`src/rtl/vocab_detokenizer_if.sv`:
```
// Lookup request, vocabulary read port and buffer write port between a requester and the detokenizer.
// Signal prefixes are from the detokenizer's side: i_ into it, o_ out of it.
interface vocab_detokenizer_if #(
   parameter int ADDR_WIDTH = 4,
   parameter int DATA_WIDTH = 8,
   parameter int IDX_WIDTH  = 4
);
   logic                  i_cs;
   logic [IDX_WIDTH-1:0]  i_token_idx;
   logic [ADDR_WIDTH-1:0] i_vocab_start_addr;
   logic [ADDR_WIDTH-1:0] i_vocab_end_addr;
   logic [ADDR_WIDTH-1:0] i_output_start_addr;
   logic [DATA_WIDTH-1:0] i_val_vocab;
   logic [ADDR_WIDTH-1:0] o_addr_v;
   logic [ADDR_WIDTH-1:0] o_addr_o;
   logic [DATA_WIDTH-1:0] o_val_out;
   logic                  o_we;
   logic                  o_done;
   logic                  o_found;
   logic                  o_err;

   modport master (
      output i_cs, i_token_idx, i_vocab_start_addr, i_vocab_end_addr,
             i_output_start_addr, i_val_vocab,
      input  o_addr_v, o_addr_o, o_val_out, o_we, o_done, o_found, o_err
   );

   modport slave (
      input  i_cs, i_token_idx, i_vocab_start_addr, i_vocab_end_addr,
             i_output_start_addr, i_val_vocab,
      output o_addr_v, o_addr_o, o_val_out, o_we, o_done, o_found, o_err
   );
endinterface

```
`src/rtl/vocab_detokenizer.sv`:
```
// Walks the null-terminated vocabulary to word N and copies it, terminator included, into the char buffer.
// Last write 1 + bytes skipped + 1 + word length + 1 edges after start, flags one edge later; no backpressure, cs holds the result.
module vocab_detokenizer #(
   parameter int ADDR_WIDTH = 4,
   parameter int DATA_WIDTH = 8,
   parameter int IDX_WIDTH  = 4
) (
   input  logic               clk,
   input  logic               rst,
   vocab_detokenizer_if.slave io_bus
);

   typedef enum logic [2:0] {
      ST_IDLE,
      ST_SEEK,
      ST_COPY,
      ST_DONE,
      ST_NF,
      ST_ERR
   } state_t;

   localparam logic [ADDR_WIDTH-1:0] ADDR_ONE = 1;
   localparam logic [IDX_WIDTH:0]    CNT_ONE  = 1;

   state_t                r_state, w_state_nxt;
   logic [ADDR_WIDTH-1:0] r_addr_v, w_addr_v_nxt;
   logic [ADDR_WIDTH-1:0] r_addr_o, w_addr_o_nxt;
   logic [ADDR_WIDTH-1:0] r_wptr, w_wptr_nxt;
   logic [DATA_WIDTH-1:0] r_val_out, w_val_out_nxt;
   logic [IDX_WIDTH-1:0]  r_idx, w_idx_nxt;
   logic [IDX_WIDTH:0]    r_count, w_count_nxt;
   logic                  r_we, w_we_nxt;
   logic                  r_done, w_done_nxt;
   logic                  r_found, w_found_nxt;
   logic                  r_err, w_err_nxt;

   logic                  w_at_end;
   logic                  w_is_null;
   logic                  w_count_hit;

   assign w_at_end    = (r_addr_v == io_bus.i_vocab_end_addr);
   assign w_is_null   = (io_bus.i_val_vocab == '0);
   assign w_count_hit = (r_count == {1'b0, r_idx});

   always_ff @(posedge clk or posedge rst) begin
      if (rst) begin
         r_state   <= ST_IDLE;
         r_addr_v  <= '0;
         r_addr_o  <= '0;
         r_wptr    <= '0;
         r_val_out <= '0;
         r_idx     <= '0;
         r_count   <= '0;
         r_we      <= 1'b0;
         r_done    <= 1'b0;
         r_found   <= 1'b0;
         r_err     <= 1'b0;
      end else begin
         r_state   <= w_state_nxt;
         r_addr_v  <= w_addr_v_nxt;
         r_addr_o  <= w_addr_o_nxt;
         r_wptr    <= w_wptr_nxt;
         r_val_out <= w_val_out_nxt;
         r_idx     <= w_idx_nxt;
         r_count   <= w_count_nxt;
         r_we      <= w_we_nxt;
         r_done    <= w_done_nxt;
         r_found   <= w_found_nxt;
         r_err     <= w_err_nxt;
      end
   end

   always_comb begin
      w_state_nxt   = r_state;
      w_addr_v_nxt  = r_addr_v;
      w_addr_o_nxt  = r_addr_o;
      w_wptr_nxt    = r_wptr;
      w_val_out_nxt = r_val_out;
      w_idx_nxt     = r_idx;
      w_count_nxt   = r_count;
      w_we_nxt      = 1'b0;
      w_done_nxt    = r_done;
      w_found_nxt   = r_found;
      w_err_nxt     = r_err;

      case (r_state)
         ST_IDLE: begin
            w_addr_v_nxt = io_bus.i_vocab_start_addr;
            w_count_nxt  = '0;
            w_done_nxt   = 1'b0;
            w_found_nxt  = 1'b0;
            w_err_nxt    = 1'b0;
            if (io_bus.i_cs) begin
               w_idx_nxt   = io_bus.i_token_idx;
               w_wptr_nxt  = io_bus.i_output_start_addr;
               w_state_nxt = ST_SEEK;
            end
         end

         // End-of-vocabulary wins over a count match, so a word starting at the end is "not found".
         ST_SEEK: begin
            if (w_at_end) begin
               w_state_nxt = ST_NF;
            end else if (w_count_hit) begin
               w_state_nxt = ST_COPY;
            end else begin
               w_addr_v_nxt = r_addr_v + ADDR_ONE;
               if (w_is_null) begin
                  w_count_nxt = r_count + CNT_ONE;
               end
            end
         end

         ST_COPY: begin
            w_we_nxt     = 1'b1;
            w_addr_o_nxt = r_wptr;
            if (w_at_end) begin
               w_val_out_nxt = '0;
               w_state_nxt   = ST_ERR;
            end else if (w_is_null) begin
               w_val_out_nxt = '0;
               w_state_nxt   = ST_DONE;
            end else begin
               w_val_out_nxt = io_bus.i_val_vocab;
               w_wptr_nxt    = r_wptr + ADDR_ONE;
               w_addr_v_nxt  = r_addr_v + ADDR_ONE;
            end
         end

         // Flags follow the terminal state one edge late; IDLE clears them after cs drops.
         ST_DONE, ST_NF, ST_ERR: begin
            w_done_nxt  = 1'b1;
            w_found_nxt = (r_state == ST_DONE);
            w_err_nxt   = (r_state == ST_ERR);
            if (!io_bus.i_cs) begin
               w_state_nxt = ST_IDLE;
            end
         end

         default: begin
            w_state_nxt = ST_IDLE;
         end
      endcase
   end

   assign io_bus.o_addr_v  = r_addr_v;
   assign io_bus.o_addr_o  = r_addr_o;
   assign io_bus.o_val_out = r_val_out;
   assign io_bus.o_we      = r_we;
   assign io_bus.o_done    = r_done;
   assign io_bus.o_found   = r_found;
   assign io_bus.o_err     = r_err;

endmodule
```
`src/flat_wrapper.sv`:
```
// flat-port wrapper written by rule: the top's interface ports become plain ports
module vocab_detokenizer_flat 
#(
   parameter int ADDR_WIDTH = 4,
   parameter int DATA_WIDTH = 8,
   parameter int IDX_WIDTH  = 4
)
  (clk, rst, io_bus_i_cs, io_bus_i_token_idx, io_bus_i_vocab_start_addr, io_bus_i_vocab_end_addr, io_bus_i_output_start_addr, io_bus_i_val_vocab, io_bus_o_addr_v, io_bus_o_addr_o, io_bus_o_val_out, io_bus_o_we, io_bus_o_done, io_bus_o_found, io_bus_o_err);
  vocab_detokenizer_if #(.ADDR_WIDTH(ADDR_WIDTH), .DATA_WIDTH(DATA_WIDTH), .IDX_WIDTH(IDX_WIDTH)) io_bus_i ();
  input  logic clk;
  input  logic rst;
  input wire logic [$bits(io_bus_i.i_cs)-1:0] io_bus_i_cs;
  input wire logic [$bits(io_bus_i.i_token_idx)-1:0] io_bus_i_token_idx;
  input wire logic [$bits(io_bus_i.i_vocab_start_addr)-1:0] io_bus_i_vocab_start_addr;
  input wire logic [$bits(io_bus_i.i_vocab_end_addr)-1:0] io_bus_i_vocab_end_addr;
  input wire logic [$bits(io_bus_i.i_output_start_addr)-1:0] io_bus_i_output_start_addr;
  input wire logic [$bits(io_bus_i.i_val_vocab)-1:0] io_bus_i_val_vocab;
  output wire logic [$bits(io_bus_i.o_addr_v)-1:0] io_bus_o_addr_v;
  output wire logic [$bits(io_bus_i.o_addr_o)-1:0] io_bus_o_addr_o;
  output wire logic [$bits(io_bus_i.o_val_out)-1:0] io_bus_o_val_out;
  output wire logic [$bits(io_bus_i.o_we)-1:0] io_bus_o_we;
  output wire logic [$bits(io_bus_i.o_done)-1:0] io_bus_o_done;
  output wire logic [$bits(io_bus_i.o_found)-1:0] io_bus_o_found;
  output wire logic [$bits(io_bus_i.o_err)-1:0] io_bus_o_err;
  assign io_bus_i.i_cs = io_bus_i_cs;
  assign io_bus_i.i_token_idx = io_bus_i_token_idx;
  assign io_bus_i.i_vocab_start_addr = io_bus_i_vocab_start_addr;
  assign io_bus_i.i_vocab_end_addr = io_bus_i_vocab_end_addr;
  assign io_bus_i.i_output_start_addr = io_bus_i_output_start_addr;
  assign io_bus_i.i_val_vocab = io_bus_i_val_vocab;
  assign io_bus_o_addr_v = io_bus_i.o_addr_v;
  assign io_bus_o_addr_o = io_bus_i.o_addr_o;
  assign io_bus_o_val_out = io_bus_i.o_val_out;
  assign io_bus_o_we = io_bus_i.o_we;
  assign io_bus_o_done = io_bus_i.o_done;
  assign io_bus_o_found = io_bus_i.o_found;
  assign io_bus_o_err = io_bus_i.o_err;
  vocab_detokenizer #(.ADDR_WIDTH(ADDR_WIDTH), .DATA_WIDTH(DATA_WIDTH), .IDX_WIDTH(IDX_WIDTH)) u_core (.clk(clk), .rst(rst), .io_bus(io_bus_i));
endmodule
```
`config.mk`:
```
export PLATFORM = sky130hd
export DESIGN_NAME = vocab_detokenizer_flat
export DESIGN_NICKNAME = d
export VERILOG_FILES = /design/src/rtl/vocab_detokenizer_if.sv /design/src/rtl/vocab_detokenizer.sv /design/src/flat_wrapper.sv
export SDC_FILE = /design/constraint.sdc
export NUM_CORES = 1
export LEC_CHECK = 0
export BUFFER_PORTS_ARGS = -buffer_cell sky130_fd_sc_hd__buf_2
export CORE_MARGIN = 2
export CORE_UTILIZATION = 36
export DETAILED_ROUTE_END_ITERATION = 12
export HOLD_SLACK_MARGIN = 0.02
export PLACE_DENSITY = 0.63
export RECOVER_POWER = 100
export SLEW_MARGIN = 30
export SYNTH_ARGS = -nofsm -noshare
export SYNTH_HDL_FRONTEND = slang
export SYNTH_SLANG_ARGS = --single-unit
```
`constraint.sdc`:
```
create_clock -name clk -period 2.5 [get_ports clk]
set_input_delay 0.25 -clock clk [delete_from_list [all_inputs] [get_ports clk]]
set_output_delay 0.25 -clock clk [all_outputs]
set_load 0.01 [all_outputs]
```
==> impl_metrics.ini <==
[cts]
cts-htree-levels = 2
cts_root_buf = clkbuf_8
hold_buffers = 0
clockBufferDepth = 2
clock-sinks = 36
cts_tree = built
cts_buffers = 5
post_cts_buffers = 0
worst_skew_pair.late_latency_ns = 0.28
cts_resized = 0
clk_pin_slew_worst_paths_ns = 0.07

[power_and_ir_drop]
power_switching_uw = 1121
switching_share_pct = 41.15
p_leak_uw = 0.001060
powerDensity_nw_per_um2 = 1235
p_int_uw = 1602
comb_power_share_pct = 45.9
p_clk_share_pct = 15.6
vdd_drop_max_mv = 0.3353
pwr-share-seq_pct = 38.4

[detailed_routing]
drtAntennaViolNets = 0
wire_per_inst_um = 12.57
highest_layer = met4
drcViolationCount = 0
dr.pass1.iters = 4
drtIter0Drc = 51
route.met2.wl_mm = 1.686
wl_met3_um = 230
wl_met1_mm = 1.914
wl_mm = 3.859
vias = 1540
viasPerCell = 5.016

[worst_setup_path]
crit_type = flip-flop to flip-flop
start_kind = flip-flop
required_ns = 2.68
timing.critical_path.buf_inv = 1
crit_path_end_kind = flip-flop
max_stage_delay_ns = 0.57
crit_path_max_fanout = 12
arrival_ns = 2.25
crit_chain = xor2_1 -> nor4_1 -> buf_4 -> a211oi_1 -> o21ai_0 -> mux2_2
crit_family = compound AO/OA/AOI/OAI gates
worst_path_max_delay_cell = a211oi_1

[synthesis]
ys_ff_latch = 36
synth_edf_count = 0
synthTopCellsByArea = dfrtp_1 49%, a22o_1 5.2%, nand2_1 5.1%
ys_types = 43
synth.most_common_cell = dfrtp_1
yosys_warnings = 0
yosysTopAreaCell = dfrtp_1
synth_nets = 216
netlist_instances = 186
syn_area_um2 = 1838
avgSynthCellArea_um2 = 9.882
synth_top_area_share_pct = 49.01
async_flop_share_pct = 100.0
synth_common_cells = 36 x dfrtp_1, 25 x nand2_1, 15 x nor2_1, 12 x o21ai_0, 11 x a22o_1
ys_seq_area_share_pct = 49.01
synth-main-ff-cell = dfrtp_1

[timing]
rsz0062_at_grt = false
worstMarginPinSlew_ns = 1.173
final_max_slew_viol_count = 0
finClkSkew_ns = 0.002667
tns_ns = 0
relSlewSlack_pct = 21.82
final-setup-viol-count = 0
min_period_ns = 2.069
timing.final.crit_share_pct = 82.77
fmax_mhz = 483.3
hold_viol = 0

[outcome]
status = completed

[final_layout]
fillerInstances = 530
syn_to_final_growth_pct = 19.95
regArea_um2 = 900.9
layout-drive-gt1-share_pct = 18.99
fin_nets = 266
post-route-util_pct = 44.01
n_antenna_cell = 0
multiInputGateArea_um2 = 865.8

[die]
fp-row-count = 26
io-pin-count = 47
core_um2 = 5010
die_h_um = 75.46
die-area_um2 = 5693
dieWidth_um = 75.46
start_util_pct = 36.69

[grt]
overflow = 0
grt_pass1_vias = 1327
grt_max_degree = 24
grtUsageTotal_pct = 13.95
antenna_found_initial = 0
grt_pass1_wl_mm = 6.120

[placed_design]
dp_hpwl_mm = 2.847
place_congestion = 0.7223
port_buffers = 46

[hold_path]
holdCritPathClass = primary input to async pin

[flow_run]
drv_cap = 0
[flip-flops by register name, summed over array words and instances (netlist names)]
name	flops
u_core.io_bus.o_addr_v	4
u_core.io_bus.o_done	1
u_core.io_bus.o_found	1
u_core.r_idx	4
u_core.io_bus.o_val_out	8
u_core.io_bus.o_we	1
u_core.io_bus.o_err	1
u_core.io_bus.o_addr_o	4
u_core.r_count	5
u_core.r_state	3
u_core.r_wptr	4
[power groups by stage]
stage          sequential (uW)  combinational (uW)  clock [uW]
2_1_floorplan             1040                 945           0
3_3_place_gp              1050                1310           0
3_5_place_dp              1060                1320           0
4_1_cts                   1040                1340         443
5_1_grt                   1090                1430         471
6_report                  1050                1250         425
[stage by stage]
step / setup slack (ns) / cell area, um^2 / hold WS, ns / cells / power, uW
detailed placement: 0.4716 / 2158 / 0.3348 / 299 / 2380
finish: 0.4308 / 2205 / 0.002758 / 307 / 2723
global placement: 0.4767 / 2158 / 0.3301 / 299 / 2367
floorplan: 0.5504 / 1838 / 0.3827 / 186 / 1989
CTS: 0.5564 / 2251 / 0.02809 / 307 / 2822
global route: 0.2486 / 2205 / 0.05773 / 307 / 2983
[worst reg2reg max path, cell delays in order (launching register included)]
cell and delay [ns]:
dfrtp_1 0.46, xor2_1 0.19, nor4_1 0.07, buf_4 0.17, a211oi_1 0.57, o21ai_0 0.21
mux2_2 0.30
[worst paths after layout]
path	from	endpoint	slack, ns	depth (start not counted)
setup / recovery	u_core.io_bus.o_addr_v[0]	u_core.r_count[0]	0.43	6
setup reg to reg	u_core.io_bus.o_addr_v[0]	u_core.r_count[0]	0.43	6
hold / removal	rst	u_core.r_idx[3]	0.003	2
max in group asynchronous	rst	u_core.io_bus.o_addr_v[0]	1.03	3
hold reg to reg	u_core.io_bus.o_addr_o[2]	u_core.io_bus.o_addr_o[2]	0.47	2
min in group clk	io_bus_i_token_idx[2]	u_core.r_idx[2]	0.19	2
[cell type report]
cell class                 count  share of cell area (%)
sequential                    36                   40.86
multi-input combinational    136                   39.27
timing repair buffer          51                   10.67
tap                           70                   3.973
clock buffer                   6                   3.746
inverter                       6                   1.022
clock inverter                 2                  0.4540
[placed cells by master (no fill, tap or decap), types with 2 or more instances in the layout]
master	n
dfrtp_1	36
buf_2	26
nand2_1	25
clkbuf_1	22
nor2_1	16
o21ai_0	13
a22o_1	11
xor2_1	8
nand3_1	8
inv_1	6
mux2_2	6
clkbuf_8	6
nor3_1	5
a21oi_1	5
nor4_1	3
a21o_1	3
ha_1	3
buf_4	3
a211oi_1	2
and3_1	2
a211o_1	2
o32ai_1	2
a2bb2oi_1	2
or3_1	2
mux2i_1	2
clkinv_2	2
[cell families (layout without fill, tap and decap cells)]
group	after synthesis	in the layout	share of synthesized area, %
simple gates	67	67	17.02
flops	36	36	49.01
compound gates	47	47	18.58
xor+xnor	9	9	4.289
buf+inv	14	65	3.131
fa+ha+maj	4	4	2.587
mux	9	9	5.378
[per-layer routing]
layer / vias up / global-route usage, %
met3: 4 / 4.894
met4: 0 / 2.924
met2: 37 / 20.48
li1: 766 / -
met1: 733 / 19.95
met5: - / 0
Power figures use the tool's default switching activity.
